<file path="src/rtl/sap_pkg.sv">
// sap_pkg: control-word layout, opcodes and default widths shared by the SAP sequencer and datapath.
package sap_pkg;
    localparam int DEF_WIDTH  = 8;
    localparam int DEF_ADDR_W = 4;

    typedef struct packed {
        logic hlt, mi, ri, ro, io, ii, ai, ao, eo, su, bi, oi, ce, co, j, fi;
    } ctrl_t;

    localparam logic [15:0] CW_HLT = 16'h8000;
    localparam logic [15:0] CW_MI  = 16'h4000;
    localparam logic [15:0] CW_RI  = 16'h2000;
    localparam logic [15:0] CW_RO  = 16'h1000;
    localparam logic [15:0] CW_IO  = 16'h0800;
    localparam logic [15:0] CW_II  = 16'h0400;
    localparam logic [15:0] CW_AI  = 16'h0200;
    localparam logic [15:0] CW_AO  = 16'h0100;
    localparam logic [15:0] CW_EO  = 16'h0080;
    localparam logic [15:0] CW_SU  = 16'h0040;
    localparam logic [15:0] CW_BI  = 16'h0020;
    localparam logic [15:0] CW_OI  = 16'h0010;
    localparam logic [15:0] CW_CE  = 16'h0008;
    localparam logic [15:0] CW_CO  = 16'h0004;
    localparam logic [15:0] CW_J   = 16'h0002;
    localparam logic [15:0] CW_FI  = 16'h0001;

    typedef enum logic [3:0] {
        OP_NOP = 4'h0, OP_LDA = 4'h1, OP_ADD = 4'h2, OP_SUB = 4'h3,
        OP_STA = 4'h4, OP_LDI = 4'h5, OP_JMP = 4'h6, OP_JC  = 4'h7,
        OP_JZ  = 4'h8, OP_OUT = 4'hE, OP_HLT = 4'hF
    } opcode_t;
endpackage

</file>
<file path="src/rtl/sap_datapath_if.sv">
// sap_datapath_if: control word, program-load port and status returned by the SAP datapath.
interface sap_datapath_if #(
    parameter int WIDTH  = 8,
    parameter int ADDR_W = 4
);
    logic [15:0]       ctrl_data;
    logic              load_en;
    logic [ADDR_W-1:0] load_addr;
    logic [WIDTH-1:0]  load_data;
    logic [3:0]        instruction;
    logic              flag_c;
    logic              flag_z;
    logic [WIDTH-1:0]  out_data;
    logic              out_valid;
    logic              halted;
    logic              bus_conflict;

    modport master (
        output ctrl_data, load_en, load_addr, load_data,
        input  instruction, flag_c, flag_z, out_data, out_valid, halted, bus_conflict
    );
    modport slave (
        input  ctrl_data, load_en, load_addr, load_data,
        output instruction, flag_c, flag_z, out_data, out_valid, halted, bus_conflict
    );
endinterface

</file>
<file path="src/rtl/sap_alu.sv">
// sap_alu: combinational add/subtract with carry-out and zero detect.
module sap_alu #(
    parameter int WIDTH = 8
) (
    input  logic [WIDTH-1:0] a_i,
    input  logic [WIDTH-1:0] b_i,
    input  logic             su_i,
    output logic [WIDTH-1:0] result_o,
    output logic             carry_o,
    output logic             zero_o
);
    logic [WIDTH:0] sum;
    assign sum      = {1'b0, a_i} + {1'b0, su_i ? ~b_i : b_i} + {{WIDTH{1'b0}}, su_i};
    assign result_o = sum[WIDTH-1:0];
    assign carry_o  = sum[WIDTH];
    assign zero_o   = (sum[WIDTH-1:0] == '0);
endmodule

</file>
<file path="src/rtl/sap_datapath.sv">
// sap_datapath: SAP-1 style datapath applying one microcode control word per clock.
module sap_datapath
    import sap_pkg::*;
#(
    parameter int WIDTH  = DEF_WIDTH,
    parameter int ADDR_W = DEF_ADDR_W
) (
    input logic           clk,
    input logic           rst,
    sap_datapath_if.slave bus_if
);
    ctrl_t             c;
    logic [WIDTH-1:0]  a_q, b_q, ir_q, out_q, bus, alu_r;
    logic [WIDTH-1:0]  ram_q [2**ADDR_W];
    logic [ADDR_W-1:0] mar_q, pc_q, pc_d;
    logic              fc_q, fz_q, ov_q, halted_q, conflict_q;
    logic              alu_c, alu_z, act, multi;

    assign c     = ctrl_t'(bus_if.ctrl_data);
    assign act   = !halted_q && !bus_if.load_en;
    assign multi = $countones({c.ro, c.io, c.ao, c.eo, c.co}) > 1;
    // Simultaneous drivers are ORed, matching an open-collector style bus.
    assign bus   = (c.ro ? ram_q[mar_q] : '0)
                 | (c.io ? WIDTH'(ir_q[3:0]) : '0)
                 | (c.ao ? a_q : '0)
                 | (c.eo ? alu_r : '0)
                 | (c.co ? WIDTH'(pc_q) : '0);
    assign pc_d  = c.j ? bus[ADDR_W-1:0] : c.ce ? pc_q + ADDR_W'(1) : pc_q;

    sap_alu #(.WIDTH(WIDTH)) u_alu (
        .a_i      (a_q),
        .b_i      (b_q),
        .su_i     (c.su),
        .result_o (alu_r),
        .carry_o  (alu_c),
        .zero_o   (alu_z)
    );

    always_ff @(posedge clk or posedge rst)
        if (rst) begin
            a_q        <= '0;
            b_q        <= '0;
            ir_q       <= '0;
            out_q      <= '0;
            mar_q      <= '0;
            pc_q       <= '0;
            fc_q       <= 1'b0;
            fz_q       <= 1'b0;
            ov_q       <= 1'b0;
            halted_q   <= 1'b0;
            conflict_q <= 1'b0;
        end else begin
            ov_q <= act && c.oi;
            if (act) begin
                if (c.mi) mar_q <= bus[ADDR_W-1:0];
                if (c.ii) ir_q <= bus;
                if (c.ai) a_q <= bus;
                if (c.bi) b_q <= bus;
                if (c.oi) out_q <= bus;
                if (c.fi) {fc_q, fz_q} <= {alu_c, alu_z};
                if (c.hlt) halted_q <= 1'b1;
                if (multi) conflict_q <= 1'b1;
                pc_q <= pc_d;
            end
        end

    // RAM is not reset; RI uses the pre-edge MAR even when MI fires too.
    always_ff @(posedge clk)
        if (bus_if.load_en) ram_q[bus_if.load_addr] <= bus_if.load_data;
        else if (!rst && act && c.ri) ram_q[mar_q] <= bus;

    assign bus_if.instruction  = ir_q[WIDTH-1:WIDTH-4];
    assign bus_if.flag_c       = fc_q;
    assign bus_if.flag_z       = fz_q;
    assign bus_if.out_data     = out_q;
    assign bus_if.out_valid    = ov_q;
    assign bus_if.halted       = halted_q;
    assign bus_if.bus_conflict = conflict_q;
endmodule
</file>
<file path="src/flat_wrapper.sv">
// flat-port wrapper written by rule: the top's interface ports become plain ports
module sap_datapath_flat import sap_pkg::*;
#(
    parameter int WIDTH  = DEF_WIDTH,
    parameter int ADDR_W = DEF_ADDR_W
)
  (clk, rst, bus_if_ctrl_data, bus_if_load_en, bus_if_load_addr, bus_if_load_data, bus_if_instruction, bus_if_flag_c, bus_if_flag_z, bus_if_out_data, bus_if_out_valid, bus_if_halted, bus_if_bus_conflict);
  sap_datapath_if #(.WIDTH(WIDTH), .ADDR_W(ADDR_W)) bus_if_i ();
  input logic clk;
  input logic rst;
  input wire logic [$bits(bus_if_i.ctrl_data)-1:0] bus_if_ctrl_data;
  input wire logic [$bits(bus_if_i.load_en)-1:0] bus_if_load_en;
  input wire logic [$bits(bus_if_i.load_addr)-1:0] bus_if_load_addr;
  input wire logic [$bits(bus_if_i.load_data)-1:0] bus_if_load_data;
  output wire logic [$bits(bus_if_i.instruction)-1:0] bus_if_instruction;
  output wire logic [$bits(bus_if_i.flag_c)-1:0] bus_if_flag_c;
  output wire logic [$bits(bus_if_i.flag_z)-1:0] bus_if_flag_z;
  output wire logic [$bits(bus_if_i.out_data)-1:0] bus_if_out_data;
  output wire logic [$bits(bus_if_i.out_valid)-1:0] bus_if_out_valid;
  output wire logic [$bits(bus_if_i.halted)-1:0] bus_if_halted;
  output wire logic [$bits(bus_if_i.bus_conflict)-1:0] bus_if_bus_conflict;
  assign bus_if_i.ctrl_data = bus_if_ctrl_data;
  assign bus_if_i.load_en = bus_if_load_en;
  assign bus_if_i.load_addr = bus_if_load_addr;
  assign bus_if_i.load_data = bus_if_load_data;
  assign bus_if_instruction = bus_if_i.instruction;
  assign bus_if_flag_c = bus_if_i.flag_c;
  assign bus_if_flag_z = bus_if_i.flag_z;
  assign bus_if_out_data = bus_if_i.out_data;
  assign bus_if_out_valid = bus_if_i.out_valid;
  assign bus_if_halted = bus_if_i.halted;
  assign bus_if_bus_conflict = bus_if_i.bus_conflict;
  sap_datapath #(.WIDTH(WIDTH), .ADDR_W(ADDR_W)) u_core (.clk(clk), .rst(rst), .bus_if(bus_if_i));
endmodule
</file>
<file path="config.mk">
export PLATFORM = sky130hd
export DESIGN_NAME = sap_datapath_flat
export DESIGN_NICKNAME = d
export VERILOG_FILES = /design/src/rtl/sap_pkg.sv /design/src/rtl/sap_datapath_if.sv /design/src/rtl/sap_alu.sv /design/src/rtl/sap_datapath.sv /design/src/flat_wrapper.sv
export SDC_FILE = /design/constraint.sdc
export NUM_CORES = 1
export LEC_CHECK = 0
export ABC_AREA = 1
export CORE_ASPECT_RATIO = 1.5
export CORE_UTILIZATION = 30
export DETAILED_ROUTE_END_ITERATION = 16
export PLACE_DENSITY = 0.48
export SLEW_MARGIN = 20
export SYNTH_ARGS = -nofsm -noshare
export SYNTH_HDL_FRONTEND = slang
export SYNTH_SLANG_ARGS = --single-unit
</file>
<file path="constraint.sdc">
create_clock -name clk -period 5.38 [get_ports clk]
set_input_delay 1.076 -clock clk [delete_from_list [all_inputs] [get_ports clk]]
set_output_delay 1.076 -clock clk [all_outputs]
set_load 0.05 [all_outputs]
</file>
==> results of run 1 <==
[worst min-delay path, delay by kind of cell, from the launching register on]
kind	cells	cell delay, ns
AND/OR/NAND/NOR	2	0.10
flip-flops	1	0.34
[logic make-up after synthesis]
kind of cell	Yosys count	share of synthesized area, %
xor+xnor	11	1.20
simple gates	426	22.2
compound gates	101	7.05
flops	173	61.8
buf+inv	88	5.38
fa+ha+maj	14	2.36
[routing by layer]
metal	part of all wire (%)	track usage, %	vias to the layer above	wire, µm
met5	0	0	-	0
met4	2.9	7.46	0	667
met3	2.6	2.17	27	596
met2	55	32.9	124	12500
met1	40	20.1	2755	9150
li1	-	-	2818	-
[per-stage QoR]
stage | worst slack [ns] | hold slack [ns]
2_1_floorplan | 1.78 | 0.450
3_3_place_gp | 1.21 | 0.466
3_5_place_dp | 1.17 | 0.469
4_1_cts | 1.63 | 0.487
5_1_grt | 1.44 | 0.518
6_report | 1.70 | 0.480
[placed cells by master, fill, tap and decap left out, types with 6 or more instances in the layout]
master           instances
o21ai_1                 10
nand2_1                208
nand3_1                 58
dfrtp_1                 44
buf_4                   20
a31oi_1                 22
xor2_1                   9
inv_1                   44
ha_1                    12
nor2_1                 130
a21oi_1                 11
nand3_2                  6
edfxtp_1               128
nand2_2                  7
clkbuf_16               18
clkdlybuf4s50_1         47
o21ai_0                 46
[synth_stat cells, types with 10 or more instances]
cell type / number / area [µm²]
o21ai_0: 46 / 230
nor2_1: 130 / 488
dfrtp_1: 45 / 1130
inv_1: 45 / 169
nand2_1: 208 / 781
ha_1: 12 / 150
edfxtp_1: 128 / 3840
buf_2: 20 / 100
a21oi_1: 11 / 55.1
a31oi_1: 22 / 138
buf_4: 11 / 82.6
nand3_1: 58 / 290
o21ai_1: 10 / 50.1
[flip-flops by register name (all words and copies together) (netlist names)]
signal	flops
u_core.bus_if.out_data	8
u_core.mar_q	4
u_core.b_q	8
u_core.bus_if.flag_c	1
u_core.pc_q	4
u_core.ir_q	8
u_core.bus_if.flag_z	1
u_core.bus_if.halted	1
u_core.bus_if.out_valid	1
u_core.ram_q	128
u_core.bus_if.bus_conflict	1
u_core.a_q	8
[power by group]
part           internal, mW  leakage, nW  switching (mW)
clock                 0.622        0.265           0.527
combinational         0.654         1.84            1.42
sequential             1.61         1.66           0.162
[worst max path at each step]
| stage | startpoint | end | slack, ns | cells past startpoint |
|---|---|---|---|---|
| floorplan | rst | u_core.ram_q[15][0] | 1.78 | 8 |
| global placement | bus_if_ctrl_data[6] | u_core.ram_q[2][7] | 1.21 | 14 |
| detailed placement | bus_if_ctrl_data[6] | u_core.ram_q[2][7] | 1.17 | 13 |
| CTS | bus_if_ctrl_data[6] | u_core.ram_q[0][7] | 1.63 | 13 |
| global route | bus_if_ctrl_data[6] | u_core.ram_q[0][7] | 1.44 | 13 |
| finish | bus_if_ctrl_data[6] | u_core.ram_q[1][7] | 1.70 | 13 |
[final cells by class]
| cell class | count | area share (%) |
|---|---|---|
| Tap cell | 337 | 4.49 |
| Clock buffer | 20 | 4.88 |
| Clock inverter | 12 | 0.920 |
| Timing Repair Buffer | 67 | 6.61 |
| Multi-Input combinational cell | 552 | 28.1 |
| Sequential cell | 173 | 53.0 |
| Inverter | 50 | 2.00 |
==> results.yml, run 1 <==
cts:
  cts_tree: "done"
  holdBufCountCts: 0
  clockRootBuffer: "clkbuf_16"
  clock_path_buffers: 2
  cts_setup_buffers: 0
  clock_sinks: 173
  insertion_delay_ns: 0.43
  cts_buffers: 17
  clkSlewWorstSetupHoldPaths_ns: 0.07
  ctsResizeCount: 0
  htree_num_levels: 4
yosys:
  synth.distinct_cells: 38
  ys_ff_latch: 173
  syn_area_um2: 8050
  ys_async_sr_fraction_pct: 26.0
  syn_avg_cell_area_um2: 9.90
  netlist_instances: 813
  syn-num-nets: 858
  synth.yosys.seq_area_share_pct: 61.8
  synth_warnings: 0
  synthFlopType: "edfxtp_1"
  synth_edf_count: 128
detailed_routing:
  routedWlPerCell_um: 19.0
  viasPerCell: 4.73
  drc: 0
  dr.pass1.iters: 11
  ant_nets: 0
  drt_iter0_markers: 337
  via_count: 5724
  drt_wl_total_mm: 23.0
timing:
  slew-limit-headroom_pct: 33.4
  worst_pin_slew_ns: 0.997
  timing.final.crit_share_pct: 68.5
  max_freq_ghz: 0.271
  slew_viol_final: 0
  setup_viol: 0
  post-route-min-period_ns: 3.68
  fin_tns_setup_ns: 0
  skew_ns: 0.0176
  hold_viol_final: 0
  grt_setup_unrepaired: "false"
place:
  dp_cells: 1179
  port_buffers: 47
  place.gp.congestion: 0.919
  hpwlAfterDp_mm: 15.7
  placed_cell_area_um2: 8840
cells_and_area:
  final_nets: 906
  stdcell_area_um2: 9390
  multi_input_area_um2: 2640
  instances_no_fill: 1211
  drive_gt1_share_pct: 8.35
  seq_area_um2: 4970
  fillerInstances: 2612
  syn_to_final_growth_pct: 16.7
  final_core_util_pct: 35.6
  n_antenna_cell: 0
worst_setup_path:
  slowest_delay_ns: 0.77
  worstSetupPathType: "in -> reg"
  rrSetupSlack_ns: 2.32
  arrival_ns: 3.71
  rr_worst_depth: 10
  endpoint_kind: "flop"
  r2r_start: "u_core.mar_q[0]"
  crit-reg2reg-capture: "u_core.ram_q[7][5]"
  path_delay_family: "simple AND/OR/NAND/NOR gates"
  cp_num_buf_inv: 2
  cp_cell_sequence: "clkdlybuf4s50_1 > xor2_1 > ha_1 > nand2_1 > inv_1 > nand2_1 > nand2_1 > nand2_1 > nand3b_1 > nand3_1 > nand3_2 > nand2_1 > nand2_1"
  cp_slowest_cell: "clkdlybuf4s50_1"
  cp-start-kind: "input port"
  path_max_fanout: 16
  worstPathRequired_ns: 5.41
  path_common_cell: "nand2_1"
global_route:
  grt_pass1_wl_mm: 35.3
  grt_max_degree: 48
  antenna_found_initial: 0
  first_global_vias: 5692
  grt_overflow: 0
  grtUsageTotal_pct: 17.7
power:
  powerDensity_nw_per_um2: 533
  power.leakage_nw: 3.76
  finalPower_mw: 5.00
  peakVddDrop_mv: 0.265
die:
  initial_core_util_pct: 30.5
  fp-row-count: 73
  die_area_um2: 27500
  io_pins: 48
  die_w_um: 136
  coreArea_um2: 26400
  die_y_um: 203
min_path:
  hold_start: "u_core.ir_q[7]"
  whs_endpoint: "u_core.ir_q[7]"
  hp-class: "reg -> reg"
  holdPathStages: 2
job:
  max_cap_viol_count: 0
outcome:
  status: "finished clean"
Note: power is estimated with default switching activity, not from simulation.
==> inputs of run 2 (changes only) <==
==> constraint.sdc (replaced) <==
create_clock -name clk -period 3.4 [get_ports clk]
set_input_delay 0.68 -clock clk [delete_from_list [all_inputs] [get_ports clk]]
set_output_delay 0.68 -clock clk [all_outputs]
set_load 0.05 [all_outputs]
==> results.yml, run 2 (synthesis gave the netlist of run 1 again) <==
cts:
  holdBufCountCts: 0
  cts_tree: "done"
  clkSlewWorstSetupHoldPaths_ns: 0.07
  htree_num_levels: 4
  insertion_delay_ns: 0.44
  clock_sinks: 173
  clockRootBuffer: "clkbuf_16"
  cts_buffers: 17
  ctsResizeCount: 0
  cts_setup_buffers: 0
  clock_path_buffers: 2
place:
  placed_cell_area_um2: 9100
  hpwlAfterDp_mm: 16.4
  port_buffers: 47
  place.gp.congestion: 0.887
  dp_cells: 1210
power:
  finalPower_mw: 8.01
  peakVddDrop_mv: 0.458
  powerDensity_nw_per_um2: 830
  power.leakage_nw: 3.93
detailed_routing:
  drc: 1
  via_count: 5925
  routedWlPerCell_um: 18.8
  ant_nets: 0
  drt_wl_total_mm: 23.4
  viasPerCell: 4.77
  dr.pass1.iters: 11
  drt_iter0_markers: 317
worst_setup_path:
  path_common_cell: "nand2_1"
  worstPathRequired_ns: 3.46
  crit-reg2reg-capture: "u_core.ram_q[0][3]"
  worstSetupPathType: "in -> reg"
  cp_slowest_cell: "clkdlybuf4s50_1"
  crit_path_end: "u_core.ram_q[1][7]"
  slowest_delay_ns: 0.45
  path_max_fanout: 16
  cp-startpoint: "bus_if_ctrl_data[6]"
  rrSetupSlack_ns: 0.94
  arrival_ns: 2.88
  cp-start-kind: "input port"
  endpoint_kind: "flop"
  rr_worst_depth: 9
  r2r_start: "u_core.mar_q[0]"
  cp_cell_sequence: "clkdlybuf4s50_1 > buf_4 > xor2_1 > ha_1 > nand2_1 > inv_1 > nand2_1 > nand2_1 > nand2_1 > nand3b_1 > nand3_1 > nand3_2 > nand2_1 > nand2_1"
timing:
  timing.final.crit_share_pct: 82.9
  grt_setup_unrepaired: "false"
  slew_viol_final: 0
  fin_tns_setup_ns: 0
  worst_pin_slew_ns: 0.711
  max_freq_ghz: 0.355
  setup_viol: 0
  post-route-min-period_ns: 2.82
  skew_ns: 0.0112
  slew-limit-headroom_pct: 52.4
  hold_viol_final: 0
cells_and_area:
  stdcell_area_um2: 9650
  instances_no_fill: 1242
  largest-register: "u_core.ram_q"
  final_nets: 937
  drive_gt1_share_pct: 11.5
  mostFrequentLayoutCell: "nand2_1"
  largest_reg_flops: 128
  fillerInstances: 2588
  layout_common_cells: "nand2_1 (208), nor2_1 (130), edfxtp_1 (128)"
  syn_to_final_growth_pct: 20.0
  n_antenna_cell: 0
global_route:
  first_global_vias: 5892
  grt_overflow: 0
  grtUsageTotal_pct: 18.0
  antenna_found_initial: 0
  grt_max_degree: 46
  grt_pass1_wl_mm: 35.3
die:
  io_pins: 48
  coreArea_um2: 26400
  fp-row-count: 73
  initial_core_util_pct: 30.5
  die_w_um: 136
  die_y_um: 203
  die_area_um2: 27500
job:
  max_cap_viol_count: 0
outcome:
  status: "complete, but fails checks"
  violations: "design-rule violations"
min_path:
  hp-class: "reg -> reg"
[run 2: routing by layer]
layer / wire [µm] / vias to the layer above / global-route usage, %
met2: 12700 / 169 / 32.5
met1: 8840 / 2832 / 19.6
met4: 1010 / 0 / 10.1
met3: 836 / 45 / 2.87
li1: - / 2879 / -
met5: 0 / - / 0
[run 2: how the worst min path moves through the flow]
stage                                           from                    endpoint  slack, ns  depth (start not counted)
after floorplan                       u_core.ir_q[4]              u_core.ir_q[4]       0.45                          2
after global placement    u_core.bus_if.bus_conflict  u_core.bus_if.bus_conflict       0.46                          2
after detailed placement  u_core.bus_if.bus_conflict  u_core.bus_if.bus_conflict       0.46                          2
after CTS                 u_core.bus_if.bus_conflict  u_core.bus_if.bus_conflict       0.47                          2
after global routing      u_core.bus_if.bus_conflict  u_core.bus_if.bus_conflict       0.49                          2
final                     u_core.bus_if.bus_conflict  u_core.bus_if.bus_conflict       0.48                          2
[run 2: area by class of cell]
class / instances / area, µm² / share of cell area [%]
sequential: 173 / 4970 / 51.5
multi-input combinational: 552 / 2640 / 27.4
timing repair buffer: 98 / 878 / 9.10
clock buffer: 23 / 489 / 5.07
tap: 337 / 422 / 4.37
inverter: 50 / 188 / 1.94
clock inverter: 9 / 60.1 / 0.622
[run 2: per-stage QoR]
step	setup WS (ns)	hold slack, ns	util [%]
floorplan	0.194	0.450	-
global placement	0.180	0.458	34.5
detailed placement	0.131	0.455	34.5
CTS	0.596	0.475	36.6
global route	0.295	0.494	36.6
finish	0.580	0.477	36.6
[run 2: critical path: cells and delay by family]
family                   cells  cell delay, ns
adder cells (fa/ha/maj)      1            0.28
XOR/XNOR                     1            0.27
buffers and inverters        3            0.68
AND/OR/NAND/NOR              9            0.97
[run 2: report_power, final]
| group | switching (mW) | leakage, nW | internal (mW) |
|---|---|---|---|
| combinational | 2.26 | 2.00 | 1.15 |
| clock | 0.812 | 0.264 | 1.02 |
| sequential | 0.216 | 1.66 | 2.55 |
